**config.mk**
```make
export PLATFORM = sky130hd
export DESIGN_NAME = wr_mem_line_flat
export DESIGN_NICKNAME = d
export VERILOG_FILES = /design/src/rtl/wr_mem_line_if.sv /design/src/rtl/wr_mem_line.sv /design/src/flat_wrapper.sv
export SDC_FILE = /design/constraint.sdc
export NUM_CORES = 1
export LEC_CHECK = 0
export BUFFER_PORTS_ARGS = -buffer_cell sky130_fd_sc_hd__buf_2
export CORE_ASPECT_RATIO = 0.6
export CORE_UTILIZATION = 46
export CTS_CLUSTER_DIAMETER = 100
export DETAILED_ROUTE_END_ITERATION = 6
export MAX_ROUTING_LAYER = met4
export PLACE_DENSITY = 0.78
export RECOVER_POWER = 50
export SETUP_SLACK_MARGIN = 0.15
export SYNTH_ARGS = -nofsm -noshare
export SYNTH_HDL_FRONTEND = slang
export SYNTH_SLANG_ARGS = --single-unit
export TNS_END_PERCENT = 1
```
**constraint.sdc**
```tcl
create_clock -name memclk -period 2.6 [get_ports memclk]
set_input_delay 0.26 -clock memclk [delete_from_list [all_inputs] [get_ports memclk]]
set_output_delay 0.26 -clock memclk [all_outputs]
set_load 0.005 [all_outputs]
```
**src/rtl/wr_mem_line_if.sv**
```systemverilog
// Pixel stream and MCB write/command port bundle for wr_mem_line.
// The master side is the line writer; the slave side is the FIFO/MCB environment.
interface wr_mem_line_if #(
   parameter int unsigned DWIDTH = 128,
   parameter int unsigned PWIDTH = 16
) ();
   logic                  pix_valid;
   logic [PWIDTH-1:0]     pix_data;
   logic                  pix_ready;
   logic                  mcb_wr_en;
   logic [DWIDTH-1:0]     mcb_wr_data;
   logic [DWIDTH/8-1:0]   mcb_wr_mask;
   logic                  mcb_wr_full;
   logic                  mcb_cmd_en;
   logic [2:0]            mcb_cmd_instr;
   logic [5:0]            mcb_cmd_bl;
   logic [29:0]           mcb_cmd_byte_addr;
   logic                  mcb_cmd_full;

   modport master (
      input  pix_valid, pix_data, mcb_wr_full, mcb_cmd_full,
      output pix_ready, mcb_wr_en, mcb_wr_data, mcb_wr_mask,
             mcb_cmd_en, mcb_cmd_instr, mcb_cmd_bl, mcb_cmd_byte_addr
   );

   modport slave (
      output pix_valid, pix_data, mcb_wr_full, mcb_cmd_full,
      input  pix_ready, mcb_wr_en, mcb_wr_data, mcb_wr_mask,
             mcb_cmd_en, mcb_cmd_instr, mcb_cmd_bl, mcb_cmd_byte_addr
   );
endinterface

```
**src/rtl/wr_mem_line.sv**
```systemverilog
// Packs RGB565 pixels 8 per word into the MCB write FIFO and issues WRITE bursts
// using the line/half/eye address map shared with the display reader.
module wr_mem_line #(
   parameter int unsigned DWIDTH     = 128,
   parameter int unsigned PWIDTH     = 16,
   parameter int unsigned BRST_LEN   = 45,
   parameter int unsigned BRST_NUM   = 4,
   parameter int unsigned LINE_DEPTH = 900,
   parameter int unsigned HALF_BYTE  = 720
) (
   input  logic              memclk,
   input  logic              rst,
   input  logic              capture_en,
   input  logic              frame_start,
   wr_mem_line_if.master     bus,
   output logic              line_done,
   output logic [10:0]       linecnt,
   output logic [2:0]        state_dbg
);

   localparam logic [6:0]  WCNT_LAST = 7'(BRST_LEN - 1);
   localparam logic [2:0]  BRST_LAST = 3'(BRST_NUM - 1);
   localparam logic [10:0] LINE_LAST = 11'(LINE_DEPTH - 1);
   localparam logic [12:0] HALF_OFF  = 13'(HALF_BYTE);

   typedef enum logic [2:0] {
      IDLE  = 3'd0,
      FILL  = 3'd1,
      ISSUE = 3'd2,
      CMD   = 3'd3
   } state_t;

   state_t             state_q, state_d;
   logic [2:0]         pcnt_q, pcnt_d;
   logic [6:0]         wcnt_q, wcnt_d;
   logic [2:0]         brstcnt_q, brstcnt_d;
   logic [10:0]        linecnt_q, linecnt_d;
   logic               frame_pending_q, frame_pending_d;
   logic [DWIDTH-1:0]  pack_q, pack_d;
   logic               wr_en_q, wr_en_d;
   logic               cmd_en_q, cmd_en_d;
   logic [29:0]        addr_q, addr_d;
   logic               line_done_q, line_done_d;
   logic               pix_ready;
   logic               pix_accept;

   assign pix_ready  = (state_q == FILL) && !bus.mcb_wr_full;
   assign pix_accept = pix_ready && bus.pix_valid;

   always_comb begin
      state_d         = state_q;
      pcnt_d          = pcnt_q;
      wcnt_d          = wcnt_q;
      brstcnt_d       = brstcnt_q;
      linecnt_d       = linecnt_q;
      pack_d          = pack_q;
      addr_d          = addr_q;
      wr_en_d         = 1'b0;
      cmd_en_d        = 1'b0;
      line_done_d     = 1'b0;
      frame_pending_d = frame_pending_q | (frame_start && (state_q != IDLE));

      case (state_q)
         IDLE: begin
            if (frame_start) linecnt_d = '0;
            if (capture_en) begin
               state_d   = FILL;
               brstcnt_d = '0;
               if (frame_pending_q) begin
                  linecnt_d       = '0;
                  frame_pending_d = 1'b0;
               end
            end
         end
         FILL: begin
            if (pix_accept) begin
               pack_d[pcnt_q*PWIDTH +: PWIDTH] = bus.pix_data;
               pcnt_d = pcnt_q + 3'd1;
               // lane 7 completes the word; the push is registered so it lands next cycle
               if (pcnt_q == 3'd7) begin
                  wr_en_d = 1'b1;
                  wcnt_d  = wcnt_q + 7'd1;
                  if (wcnt_q == WCNT_LAST) state_d = ISSUE;
               end
            end
         end
         ISSUE: begin
            if (!bus.mcb_cmd_full) begin
               cmd_en_d = 1'b1;
               addr_d   = {5'd0, brstcnt_q[1], linecnt_q, (brstcnt_q[0] ? HALF_OFF : 13'd0)};
               state_d  = CMD;
            end
         end
         CMD: begin
            wcnt_d    = '0;
            brstcnt_d = brstcnt_q + 3'd1;
            if (brstcnt_q == BRST_LAST) begin
               line_done_d = 1'b1;
               state_d     = IDLE;
               // a frame_start seen at any point of this line, including now, restarts at line 0
               if (frame_pending_d) begin
                  linecnt_d       = '0;
                  frame_pending_d = 1'b0;
               end else begin
                  linecnt_d = (linecnt_q == LINE_LAST) ? 11'd0 : linecnt_q + 11'd1;
               end
            end else begin
               state_d = FILL;
            end
         end
         default: state_d = IDLE;
      endcase
   end

   always_ff @(posedge memclk) begin
      if (rst) begin
         state_q         <= IDLE;
         pcnt_q          <= '0;
         wcnt_q          <= '0;
         brstcnt_q       <= '0;
         linecnt_q       <= '0;
         frame_pending_q <= 1'b0;
         pack_q          <= '0;
         wr_en_q         <= 1'b0;
         cmd_en_q        <= 1'b0;
         addr_q          <= '0;
         line_done_q     <= 1'b0;
      end else begin
         state_q         <= state_d;
         pcnt_q          <= pcnt_d;
         wcnt_q          <= wcnt_d;
         brstcnt_q       <= brstcnt_d;
         linecnt_q       <= linecnt_d;
         frame_pending_q <= frame_pending_d;
         pack_q          <= pack_d;
         wr_en_q         <= wr_en_d;
         cmd_en_q        <= cmd_en_d;
         addr_q          <= addr_d;
         line_done_q     <= line_done_d;
      end
   end

   assign bus.pix_ready         = pix_ready;
   assign bus.mcb_wr_en         = wr_en_q;
   assign bus.mcb_wr_data       = pack_q;
   assign bus.mcb_wr_mask       = '0;
   assign bus.mcb_cmd_en        = cmd_en_q;
   assign bus.mcb_cmd_instr     = 3'd0;
   assign bus.mcb_cmd_bl        = 6'(BRST_LEN - 1);
   assign bus.mcb_cmd_byte_addr = addr_q;
   assign line_done             = line_done_q;
   assign linecnt               = linecnt_q;
   assign state_dbg             = state_q;

endmodule
```
**src/flat_wrapper.sv**
```systemverilog
// flat-port wrapper written by rule: the top's interface ports become plain ports
module wr_mem_line_flat 
#(
   parameter int unsigned DWIDTH     = 128,
   parameter int unsigned PWIDTH     = 16,
   parameter int unsigned BRST_LEN   = 45,
   parameter int unsigned BRST_NUM   = 4,
   parameter int unsigned LINE_DEPTH = 900,
   parameter int unsigned HALF_BYTE  = 720
)
  (memclk, rst, capture_en, frame_start, line_done, linecnt, state_dbg, bus_pix_valid, bus_pix_data, bus_mcb_wr_full, bus_mcb_cmd_full, bus_pix_ready, bus_mcb_wr_en, bus_mcb_wr_data, bus_mcb_wr_mask, bus_mcb_cmd_en, bus_mcb_cmd_instr, bus_mcb_cmd_bl, bus_mcb_cmd_byte_addr);
  wr_mem_line_if #(.DWIDTH(DWIDTH), .PWIDTH(PWIDTH)) bus_i ();
  input  logic memclk;
  input  logic rst;
  input  logic capture_en;
  input  logic frame_start;
  output logic line_done;
  output logic [10:0] linecnt;
  output logic [2:0] state_dbg;
  input wire logic [$bits(bus_i.pix_valid)-1:0] bus_pix_valid;
  input wire logic [$bits(bus_i.pix_data)-1:0] bus_pix_data;
  input wire logic [$bits(bus_i.mcb_wr_full)-1:0] bus_mcb_wr_full;
  input wire logic [$bits(bus_i.mcb_cmd_full)-1:0] bus_mcb_cmd_full;
  output wire logic [$bits(bus_i.pix_ready)-1:0] bus_pix_ready;
  output wire logic [$bits(bus_i.mcb_wr_en)-1:0] bus_mcb_wr_en;
  output wire logic [$bits(bus_i.mcb_wr_data)-1:0] bus_mcb_wr_data;
  output wire logic [$bits(bus_i.mcb_wr_mask)-1:0] bus_mcb_wr_mask;
  output wire logic [$bits(bus_i.mcb_cmd_en)-1:0] bus_mcb_cmd_en;
  output wire logic [$bits(bus_i.mcb_cmd_instr)-1:0] bus_mcb_cmd_instr;
  output wire logic [$bits(bus_i.mcb_cmd_bl)-1:0] bus_mcb_cmd_bl;
  output wire logic [$bits(bus_i.mcb_cmd_byte_addr)-1:0] bus_mcb_cmd_byte_addr;
  assign bus_i.pix_valid = bus_pix_valid;
  assign bus_i.pix_data = bus_pix_data;
  assign bus_i.mcb_wr_full = bus_mcb_wr_full;
  assign bus_i.mcb_cmd_full = bus_mcb_cmd_full;
  assign bus_pix_ready = bus_i.pix_ready;
  assign bus_mcb_wr_en = bus_i.mcb_wr_en;
  assign bus_mcb_wr_data = bus_i.mcb_wr_data;
  assign bus_mcb_wr_mask = bus_i.mcb_wr_mask;
  assign bus_mcb_cmd_en = bus_i.mcb_cmd_en;
  assign bus_mcb_cmd_instr = bus_i.mcb_cmd_instr;
  assign bus_mcb_cmd_bl = bus_i.mcb_cmd_bl;
  assign bus_mcb_cmd_byte_addr = bus_i.mcb_cmd_byte_addr;
  wr_mem_line #(.DWIDTH(DWIDTH), .PWIDTH(PWIDTH), .BRST_LEN(BRST_LEN), .BRST_NUM(BRST_NUM), .LINE_DEPTH(LINE_DEPTH), .HALF_BYTE(HALF_BYTE)) u_core (.memclk(memclk), .rst(rst), .capture_en(capture_en), .frame_start(frame_start), .bus(bus_i), .line_done(line_done), .linecnt(linecnt), .state_dbg(state_dbg));
endmodule
```
After elaboration in Yosys (flattened, before gate mapping)
Cells that the tools add are included.
{"block": "totals", "register_bits": 184, "in_bits": 23, "out_inout_bits": 201, "wordCells": 82}
{"block": "classes", "addsub": 5, "eq_ne": 13, "n_shift": 2, "n_mux": 28, "n_bitwise": 6, "n_reduce_logical": 17}
{"operator": "$bwmux 128", "n": 1}
{"operator": "$shift 16x34->128 const A", "n": 1}
{"operator": "$shiftx 16x34->128", "n": 1}
{"operator": "$mux 11", "n": 6}
{"operator": "$neg 7->34", "n": 1}
{"operator": "$pmux 11 s2", "n": 1}
{"operator": "$mux 3", "n": 6}
{"operator": "$mux 7", "n": 2}
{"operator": "$pmux 7 s2", "n": 1}
{"operator": "$pmux 3 s4", "n": 1}
{"operator": "$add 11x1->11 const B", "n": 1}
{"operator": "$eq 11x10->1 const B", "n": 1}
{"operator": "$mux 10", "n": 1}
{"operator": "$eq 3x2->1 const B", "n": 3}
{"operator": "$ne 2x2->1 const B", "n": 4}
{"operator": "$reduce_and 2->1", "n": 4}
{"operator": "$add 7x1->7 const B", "n": 1}
{"operator": "$eq 7x6->1 const B", "n": 1}
{"operator": "$mux 1", "n": 7}
{"operator": "$add 3x1->3 const B", "n": 2}
{"operator": "$pmux 3 s2", "n": 1}
{"operator": "$not 1->1", "n": 5}
{"operator": "$reduce_and 5->1", "n": 1}
{"operator": "$ne 2x1->1 const B", "n": 2}
{"operator": "other kinds (12)", "n": 16}

Depth between registers and ports, before layout
Gate-level depths: netlist of run 1.
{"block": "depth", "depth_word": 6, "ltp_mapped": 11, "mapped_depth_nobuf": 7}

Worst setup path after synthesis of run 1
Ideal clock, no wire load.
{"block": "synth_timing", "path_type": "reg-to-reg", "start": "register u_core.pcnt_q[0]", "end": "register u_core.pack_q[79] (netlist: u_core.bus.mcb_wr_data[79])", "setup_time_ps": 70, "arrival_ps": 2420, "required_ps": 2530, "slack_ps": 109, "path_stages_with_launch": 10, "synth_period_minus_slack_ps": 2491, "cell_sequence": "dfxtp_1 > buf_6 > inv_1 > ha_1 > ha_1 > nand4b_2 > or4_1 > buf_2 > or3_1 > a21oi_1"}
{"block": "synth_via", "elab_chain_cells": 3, "word_cells_on_any_way": 4}
{"item": "start, declared", "line": "wr_mem_line.sv:34", "source": "logic [2:0] pcnt_q, pcnt_d;"}
{"item": "start signal, assigned", "line": "wr_mem_line.sv:130", "source": "pcnt_q <= pcnt_d;"}
{"item": "$neg 7->34 *", "line": "wr_mem_line.sv:77", "source": "pack_d[pcnt_q*PWIDTH +: PWIDTH] = bus.pix_data;"}
{"item": "$shiftx 16x34->128 or $shift 16x34->128 (tied branches)", "line": "wr_mem_line.sv:77"}
{"item": "$bwmux 128 *", "line": "wr_mem_line.sv:77"}
{"item": "end signal, assigned", "line": "wr_mem_line.sv:135", "source": "pack_q <= pack_d;"}
{"item": "end, declared", "line": "wr_mem_line.sv:39", "source": "logic [DWIDTH-1:0] pack_q, pack_d;"}
Every way passes the cells marked *; elsewhere a longest branch is shown, timed or not.
A chain may end at the register's enable or synchronous reset.

Final worst setup path of run 1
{"block": "layout_timing", "start": "register u_core.pcnt_q[0]", "end": "register u_core.pack_q[32] (netlist: u_core.bus.mcb_wr_data[32])"}
Same word-level chain as after synthesis.

==> results of run 1 <==
power breakdown:
part | internal (mW) | switching, mW
combinational | 0.239 | 0.472
sequential | 2.66 | 0.0332
clock | 1.28 | 1.20
what timing repair did:
item	in CTS	in global routing
gates resized for setup	0	1
endpoints found under the setup margin	0	33
hold endpoints to repair	0	0
cell type report:
cell class              count  area (µm²)
inverters                  14        52.6
clock inverters            15         148
well taps                 203         254
flip-flops and latches    171        3420
clock buffers              17         425
multi-input cells         621        3380
fillers                  1445        6700
repair buffers            205         991
path summary, 6_finish.rpt:
check	startpoint	to	slack (ns)	cells past startpoint
setup reg to reg	u_core.pcnt_q[0]$_SDFFE_PP0P_	u_core.bus.mcb_wr_data[32]$_SDFFE_PP0P_	0.22	7
setup / recovery	u_core.pcnt_q[0]$_SDFFE_PP0P_	u_core.bus.mcb_wr_data[32]$_SDFFE_PP0P_	0.22	7
hold / removal	bus_pix_data[14]	u_core.bus.mcb_wr_data[46]$_SDFFE_PP0P_	0.16	3
hold reg to reg	u_core.bus.mcb_wr_data[116]$_SDFFE_PP0P_	u_core.bus.mcb_wr_data[116]$_SDFFE_PP0P_	0.45	2
worst register-to-register path, delay by kind of cell (launching register included):
kind	cells	cell delay, ns
AOI/OAI and AO/OA	1	0.08
adders and majority gates	2	0.57
buffers and inverters	1	0.07
DFF	1	0.34
and+or+nand+nor	3	1.20
layer usage:
layer / global-route usage / share of wire / up-vias
li1: - / - / 3191
met1: 0.364 / 0.48 / 3147
met2: 0.339 / 0.42 / 270
met3: 0.0671 / 0.090 / 23
met4: 0.0726 / 0.012 / 0
met5: - / 0 / -
stage by stage:
stage	worst slack, ns	util	hold WS, ns	area, µm²	cells
after floorplan	0.172	-	0.404	7410	913
after global placement	0.274	0.535	0.439	8220	1214
after detailed placement	0.209	0.535	0.441	8220	1214
after CTS	0.204	0.572	0.150	8800	1246
after global routing	0.104	0.564	0.146	8670	1246
final	0.220	0.564	0.161	8670	1246
cell usage after synthesis, drive strengths merged, types with 5 or more instances:
library cell | number | area (µm²)
a211oi | 5 | 37.5
a21oi | 124 | 621
a31oi | 7 | 43.8
and2 | 11 | 68.8
buf | 54 | 382
clkbuf | 53 | 199
dfxtp | 171 | 3420
ha | 14 | 175
inv | 14 | 52.6
mux2i | 30 | 300
nand2 | 171 | 642
nand2b | 12 | 75.1
nand3 | 58 | 290
nand3b | 21 | 158
nand4 | 10 | 62.6
nor2 | 54 | 203
nor2b | 5 | 31.3
nor3 | 8 | 40.0
nor4 | 6 | 56.3
xnor2 | 6 | 52.6
registers in the layout, summed over array words and instances, names as in the netlist:
| register | cells |
|---|---|
| u_core.pcnt_q | 3 |
| u_core.linecnt | 11 |
| u_core.line_done | 1 |
| u_core.brstcnt_q | 3 |
| u_core.state_dbg | 2 |
| u_core.bus.mcb_cmd_en | 1 |
| u_core.wcnt_q | 7 |
| u_core.bus.mcb_wr_data | 128 |
| u_core.bus.mcb_cmd_byte_addr | 13 |
| u_core.bus.mcb_wr_en | 1 |
| u_core.frame_pending_q | 1 |
logic make-up after synthesis:
kind of cell / share of synthesized area
DFF: 0.473
muxes: 0.0415
adders and majority gates: 0.0242
xor gates and xnor gates: 0.00726
other: 0.00104
buffers and inverters: 0.0874
and+or+nand+nor: 0.249
AOI/OAI and AO/OA: 0.117
==> results.txt, run 1 <==
setup_tns -> 0 ns
First-pass DRT Iterations -> 4
FMAX -> 420 MHz
DP Wirelength -> 14,300 µm
first-pass GRT wire length -> 30,800 µm
CP Max Fanout -> 16
Mapped Area -> 7240 µm²
final WL -> 20,400 µm
ys async rst share -> 0
worst hold path class -> input port to flop
WL/cell -> 16.4 µm
Leakage -> 3.31 nW
crit path max-delay cell type -> or4_1
largest net degree at the start of global routing -> 66
total of max-cap violations -> 0
initial drt markers -> 635
total power -> 5.88 mW
Detail Route Antenna Nets -> 0
Reg clk slew, reported paths -> 0.07 ns
DR vias/cell -> 5.32
Port-buffer cells -> 183
core area -> 15,400 µm²
Buf/Inv on CP -> 1
Final min period -> 2.38 ns
power per standard cell area -> 678 nW/µm²
Die ar. -> 16,300 µm²
htree depth -> 4
Tcrit/Tclk final -> 0.915
GPL Wtd Cong -> 0.891
die width -> 164 µm
worst-margin pin slew -> 0.686 ns
CP peak stage delay -> 0.84 ns
Longest Clk Path Bufs -> 2
total track usage -> 0.252
via count -> 6,631
FF+latch count, synth -> 171
skew final -> 0.0113 ns
Crit path required time -> 2.90 ns
Mapped Cells -> 875
vias in the first global route -> 5,640
drt drc -> 0
yosys warns -> 0
arrival time at the worst endpoint -> 2.68 ns
Critical Path End Type -> flop
Area growth syn-to-layout -> 19.7%
root buffer cell -> clkbuf_16
Hold Violations, Final -> 0
share of layout cells above drive strength 1 -> 0.144
I/O pins -> 224
WS Path Type -> flop to flop
number of synthesized flops with an enable pin -> 0
row count -> 35
Final nets -> 1,067
Ant. Diodes -> 0
crit start category -> flop
die height -> 99.2 µm
register area share after synthesis -> 0.473
synthesized area per cell -> 8.28 µm²
# hold bufs at CTS -> 0
normalized max-slew margin -> 0.537
TritonCTS Sinks -> 171
Starting Density -> 0.471
maximum VDD drop -> 0.000410 V
most frequent cells in the layout -> nand2_1, dfxtp_1, a21oi_1
CTS Buf Count -> 17
CP delay by family, top -> simple AND/OR/NAND/NOR gates
top_reg_cell synth -> dfxtp_1
Unique masters post-synth -> 52
Final Max Tran Viols -> 0
CTS tree -> yes
RSZ-0062 raised after global routing -> yes
Post-CTS Setup Inserts -> 0
initial antenna violation count -> 0
Final Setup Violations -> 0
GRT overflow -> 0
Clock Latency Late Sink -> 0.43 ns
CP Cell Sequence -> inv_1 > ha_1 > ha_4 > nand4b_4 > or4_1 > nand2_1 > a21oi_1
status -> finished, final reports clean
Note: power is estimated with default switching activity, not from simulation.
==> inputs of run 2 (changes only) <==
--- a/config.mk
+++ b/config.mk
@@ -7,11 +7,11 @@
 export LEC_CHECK = 0
 export BUFFER_PORTS_ARGS = -buffer_cell sky130_fd_sc_hd__buf_2
 export CORE_ASPECT_RATIO = 0.6
-export CORE_UTILIZATION = 46
+export CORE_UTILIZATION = 50
 export CTS_CLUSTER_DIAMETER = 100
 export DETAILED_ROUTE_END_ITERATION = 6
 export MAX_ROUTING_LAYER = met4
-export PLACE_DENSITY = 0.78
+export PLACE_DENSITY = 0.8
 export RECOVER_POWER = 50
 export SETUP_SLACK_MARGIN = 0.15
 export SYNTH_ARGS = -nofsm -noshare
==> constraint.sdc (replaced) <==
create_clock -name memclk -period 2.7 [get_ports memclk]
set_input_delay 0.27 -clock memclk [delete_from_list [all_inputs] [get_ports memclk]]
set_output_delay 0.27 -clock memclk [all_outputs]
set_load 0.005 [all_outputs]
==> results.txt, run 2 (synthesized netlist as in run 1, its figures left out) <==
status -> finished, final reports clean
Tcrit/Tclk final -> 0.931 (+0.0156)
FMAX -> 398 MHz (-5.3%)
DP Wirelength -> 14,200 µm (-1.0%)
total track usage -> 0.278 (+0.0260)
CTS Buf Count -> 17 (unchanged)
max reg flops -> 128 (unchanged)
total of max-cap violations -> 0 (unchanged)
root buffer cell -> clkbuf_16
Final Max Tran Viols -> 0 (unchanged)
drt drc -> 0 (unchanged)
core area -> 13,900 µm² (-9.7%)
first-pass GRT wire length -> 31,100 µm (+0.98%)
WS Path Type -> flop to flop
vias in the first global route -> 5,798 (+2.8%)
crit start category -> flop
Clock Latency Late Sink -> 0.42 ns (about the same)
TritonCTS Sinks -> 171 (unchanged)
Longest Clk Path Bufs -> 2 (unchanged)
Worst Setup EP -> u_core.bus.mcb_wr_data[98]$_SDFFE_PP0P_
skew final -> 0.0116 ns (+0.000281 ns)
final WL -> 20,500 µm (+0.50%)
share of layout cells above drive strength 1 -> 0.125 (-0.0187)
Critical path origin -> u_core.pcnt_q[0]$_SDFFE_PP0P_
PostCTS Resize Cnt -> 0 (unchanged)
end of the worst register-to-register path -> u_core.bus.mcb_wr_data[98]$_SDFFE_PP0P_
setup_tns -> 0 ns (unchanged)
DR vias/cell -> 5.34 (+0.29%)
CP Max Fanout -> 16 (unchanged)
Leakage -> 3.19 nW (-3.6%)
worst hold path class -> input port to flop
worst-margin pin slew -> 0.751 ns (+0.0652 ns)
normalized max-slew margin -> 0.499 (-0.0375)
htree depth -> 4 (unchanged)
Die ar. -> 15,000 µm² (-7.9%)
Reg clk slew, reported paths -> 0.07 ns (about the same)
flop-to-flop setup slack -> 0.19 ns (-0.03 ns)
I/O pins -> 224 (unchanged)
die height -> 95.2 µm (-4.0%)
die width -> 157 µm (-4.0%)
Ant. Diodes -> 0 (unchanged)
WL/cell -> 16.7 µm (+1.7%)
Starting Density -> 0.522 (+0.0509)
maximum VDD drop -> 0.000416 V (+1.4%)
via count -> 6,570 (-0.92%)
filler cell count -> 1,279 (-11%)
Post-CTS Setup Inserts -> 0 (unchanged)
First-pass DRT Iterations -> 5 (+1)
GRT overflow -> 0 (unchanged)
Port-buffer cells -> 183 (unchanged)
initial antenna violation count -> 0 (unchanged)
cells on worst reg2reg path -> 7 (unchanged)
Final Setup Violations -> 0 (unchanged)
initial drt markers -> 668 (+5.2%)
Critical Path End Type -> flop
Final nets -> 1,064 (-0.28%)
row count -> 33 (-5.7%)
most frequent cells in the layout -> nand2_1, dfxtp_1, a21oi_1
# hold bufs at CTS -> 0 (unchanged)
power per standard cell area -> 647 nW/µm² (-4.5%)
Hold Violations, Final -> 0 (unchanged)
Crit path required time -> 2.99 ns (+0.09 ns)
CTS tree -> yes
largest net degree at the start of global routing -> 81 (+23%)
Final min period -> 2.51 ns (+0.134 ns)
total power -> 5.52 mW (-6.1%)
arrival time at the worst endpoint -> 2.81 ns (+0.13 ns)
reg2reg start -> u_core.pcnt_q[0]$_SDFFE_PP0P_
Detail Route Antenna Nets -> 0 (unchanged)
GPL Wtd Cong -> 0.935 (+4.9%)
hold slack -> 0.172 ns (+0.0112 ns)
Area growth syn-to-layout -> 17.7%
RSZ-0062 raised after global routing -> yes
[run 2: changes by cell type in the layout (fill, tap and decap cells not counted), moves of 2 or more]
cell / change
buf_1: +2
buf_12: -2
buf_2: -15
clkbuf_1: +13
clkinv_2: +3
clkinv_4: -3
inv_6: +2
inv_8: -5
[run 2: through the flow]
| stage | setup WS [ns] | cell area (µm²) | std cells | utilization |
|---|---|---|---|---|
| global placement | 0.306 | 8130 | 1200 | 0.586 |
| finish | 0.186 | 8520 | 1231 | 0.614 |
| floorplan | 0.209 | 7380 | 913 | - |
| CTS | 0.199 | 8660 | 1231 | 0.625 |
| detailed placement | 0.205 | 8130 | 1200 | 0.586 |
| global route | 0.0689 | 8520 | 1231 | 0.614 |
[run 2: worst max-delay path, cell delays in order (launching register included)]
cell and delay (ns):
dfxtp_1 0.33, inv_1 0.08, ha_1 0.23, ha_1 0.36, and4bb_1 0.36, or4b_1 0.76, nand2_1 0.18, a21oi_1 0.08
[run 2: final cells by class]
cell class	count	area, µm²	area share
clock buffers	19	443	0.0520
clock inverters	12	88.8	0.0104
inverters	14	52.6	0.00617
multi-input cells	621	3350	0.393
flip-flops and latches	171	3420	0.402
well taps	192	240	0.0282
repair buffers	202	928	0.109
[run 2: power by group]
| part | switching, mW | leakage [nW] | internal [mW] |
|---|---|---|---|
| combinational | 0.454 | 1.56 | 0.219 |
| clock | 1.04 | 0.253 | 1.21 |
| sequential | 0.0315 | 1.38 | 2.56 |
| total | 1.53 | 3.19 | 3.99 |
[run 2: worst min path at each step]
stage / startpoint / endpoint / slack [ns] / cells past startpoint
2_1_floorplan: bus_pix_data[10] / u_core.bus.mcb_wr_data[10]$_SDFFE_PP0P_ / 0.41 / 2
3_3_place_gp: u_core.bus.mcb_wr_data[77]$_SDFFE_PP0P_ / u_core.bus.mcb_wr_data[77]$_SDFFE_PP0P_ / 0.44 / 2
3_5_place_dp: u_core.bus.mcb_wr_data[108]$_SDFFE_PP0P_ / u_core.bus.mcb_wr_data[108]$_SDFFE_PP0P_ / 0.44 / 2
4_1_cts: bus_pix_data[9] / u_core.bus.mcb_wr_data[105]$_SDFFE_PP0P_ / 0.17 / 3
5_1_grt: bus_pix_data[4] / u_core.bus.mcb_wr_data[100]$_SDFFE_PP0P_ / 0.18 / 3
6_report: bus_pix_data[4] / u_core.bus.mcb_wr_data[100]$_SDFFE_PP0P_ / 0.17 / 3
[run 2: routing by layer]
metal	share of wire	track usage
met1	0.49	0.403
met3	0.075	0.0491
met2	0.43	0.393
met4	0.011	0.0793
met5	0	-
==> inputs of run 3 (changes only) <==
--- a/config.mk
+++ b/config.mk
@@ -5,7 +5,7 @@
 export SDC_FILE = /design/constraint.sdc
 export NUM_CORES = 1
 export LEC_CHECK = 0
-export BUFFER_PORTS_ARGS = -buffer_cell sky130_fd_sc_hd__buf_2
+export BUFFER_PORTS_ARGS = -buffer_cell sky130_fd_sc_hd__buf_4
 export CORE_ASPECT_RATIO = 0.6
 export CORE_UTILIZATION = 50
 export CTS_CLUSTER_DIAMETER = 100
==> results.txt, run 3 (synthesized netlist as in run 1, its figures left out) <==
status -> finished with violations
failing checks -> DRC
worst hold path class -> input port to flop
final WL -> 20,000 µm (-2.3%)
Post-DP Area -> 8640 µm² (+6.2%)
WL/cell -> 16.2 µm (-2.7%)
CP peak stage delay -> 0.79 ns (+0.03 ns)
Die ar. -> 15,000 µm² (unchanged)
# hold bufs at CTS -> 0 (unchanged)
initial drt markers -> 615 (-7.9%)
area of the multi-input gates -> 3350 µm² (unchanged)
largest net degree at the start of global routing -> 67 (-17%)
Leakage -> 3.49 nW (+9.6%)
CTS Buf Count -> 17 (unchanged)
die width -> 157 µm (unchanged)
CP Max Fanout -> 16 (unchanged)
Clock Latency Late Sink -> 0.42 ns (about the same)
DP Wirelength -> 14,500 µm (+2.1%)
met3 routed WL -> 1700 µm (+10%)
Area growth syn-to-layout -> 25.2%
setup_tns -> 0 ns (unchanged)
row count -> 33 (unchanged)
crit start category -> flop
share of layout cells above drive strength 1 -> 0.196 (+0.0705)
GPL Wtd Cong -> 0.892 (-4.5%)
total power -> 5.75 mW (+4.2%)
most frequent cells in the layout -> nand2_1, dfxtp_1, a21oi_1
First-pass DRT Iterations -> 7 (+2)
Critical Path End Type -> flop
met2 routed wirelength -> 8610 µm (-2.0%)
GRT overflow -> 0 (unchanged)
Final Setup Violations -> 0 (unchanged)
Util after Layout -> 0.654 (+0.0394)
Final Max Tran Viols -> 0 (unchanged)
Final nets -> 1,067 (+0.28%)
Buf/Inv on CP -> 1 (unchanged)
most used cell, CP -> ha_1
I/O pins -> 224 (unchanged)
Detail Route Antenna Nets -> 0 (unchanged)
skew final -> 0.0109 ns (-0.000662 ns)
fin area -> 9070 µm² (+6.4%)
Ant. Diodes -> 0 (unchanged)
crit path max-delay cell type -> or4b_1
vias in the first global route -> 5,721 (-1.3%)
Tcrit/Tclk final -> 0.945 (+0.0135)
die height -> 95.2 µm (unchanged)
Crit path required time -> 2.98 ns (about the same)
uppermost routed layer -> met4
power per standard cell area -> 634 nW/µm² (-2.0%)
CP Cell Sequence -> inv_1 > ha_1 > ha_1 > and4bb_1 > or4b_1 > nand2_1 > a21oi_1
Post-CTS Setup Inserts -> 0 (unchanged)
DR vias/cell -> 5.32 (-0.40%)
Longest Clk Path Bufs -> 2 (unchanged)
Final min period -> 2.55 ns (+0.0365 ns)
initial antenna violation count -> 0 (unchanged)
met1 WL -> 9530 µm (-4.2%)
TritonCTS Sinks -> 171 (unchanged)
Starting Density -> 0.522 (unchanged)
first-pass GRT wire length -> 30,800 µm (-0.84%)
Hold Violations, Final -> 0 (unchanged)
total track usage -> 0.275 (-0.00292)
total of max-cap violations -> 0 (unchanged)
drt drc -> 1 (+1)
flop-to-flop setup slack -> 0.15 ns (-0.04 ns)
maximum VDD drop -> 0.000422 V (+1.5%)
FMAX -> 392 MHz (-1.4%)
worst-margin pin slew -> 0.769 ns (+0.0180 ns)
max reg flops -> 128 (unchanged)
Port-buffer cells -> 183 (unchanged)
arrival time at the worst endpoint -> 2.83 ns (+0.02 ns)
htree depth -> 4 (unchanged)
core area -> 13,900 µm² (unchanged)
Reg clk slew, reported paths -> 0.07 ns (about the same)
CTS tree -> yes
filler cell count -> 1,231 (-3.8%)
via count -> 6,565 (-0.076%)
CP delay by family, top -> simple AND/OR/NAND/NOR gates
register area -> 3420 µm² (unchanged)
normalized max-slew margin -> 0.487 (-0.0120)
root buffer cell -> clkbuf_16
WS Path Type -> flop to flop
RSZ-0062 raised after global routing -> yes
[run 3: cell count changes in the layout (fill, tap and decap cells not counted), moves of 3 or more]
cell	before	now
clkinv_4	0	3
buf_4	18	41
inv_8	0	4
clkbuf_1	113	45
clkbuf_4	0	116
clkinvlp_4	4	0
buf_2	69	0
[run 3: worst paths after layout]
check / startpoint / to / cells past startpoint
worst max-delay path: u_core.pcnt_q[1]$_SDFFE_PP0P_ / u_core.bus.mcb_wr_data[97]$_SDFFE_PP0P_ / 7
worst min-delay path: bus_mcb_cmd_full / u_core.bus.mcb_cmd_byte_addr[9]$_SDFFE_PP0P_ / 4
worst max register to register: u_core.pcnt_q[1]$_SDFFE_PP0P_ / u_core.bus.mcb_wr_data[97]$_SDFFE_PP0P_ / 7
worst min register to register: u_core.bus.mcb_wr_data[73]$_SDFFE_PP0P_ / u_core.bus.mcb_wr_data[73]$_SDFFE_PP0P_ / 2
[run 3: metal layers]
layer	vias up	track usage
li1	3195	-
met1	3061	0.401
met2	288	0.381
met3	21	0.0527
met4	0	0.0793
met5	-	-
[run 3: where the power goes]
part           leakage (nW)  switching, mW  internal [mW]
sequential             1.38         0.0324           2.56
clock                 0.296           1.13           1.33
combinational          1.82          0.453          0.253
total                  3.49           1.61           4.14
[run 3: worst min-delay path, cell delays in order]
cell	delay [ns]
buf_4	0.09
nor2b_1	0.06
nand2_1	0.06
a21oi_1	0.05
[run 3: timing repair]
item	CTS	global route
setup endpoints to repair	0	33
endpoints found under the hold margin	0	0
gates resized for setup	0	1
[run 3: stage by stage]
step	hold WS, ns	worst slack (ns)	instances
6_report	0.155	0.150	1235
5_1_grt	0.157	0.000709	1235
4_1_cts	0.143	0.175	1235
3_5_place_dp	0.445	0.182	1203
3_3_place_gp	0.440	0.285	1203
2_1_floorplan	0.414	0.209	913
[run 3: final cells by class]
| type | count | share of cell area |
|---|---|---|
| tap | 192 | 0.0265 |
| inverter | 14 | 0.00579 |
| clock buffer | 17 | 0.0469 |
| timing repair buffer | 205 | 0.155 |
| sequential | 171 | 0.377 |
| clock inverter | 15 | 0.0192 |
| multi-input combinational | 621 | 0.369 |
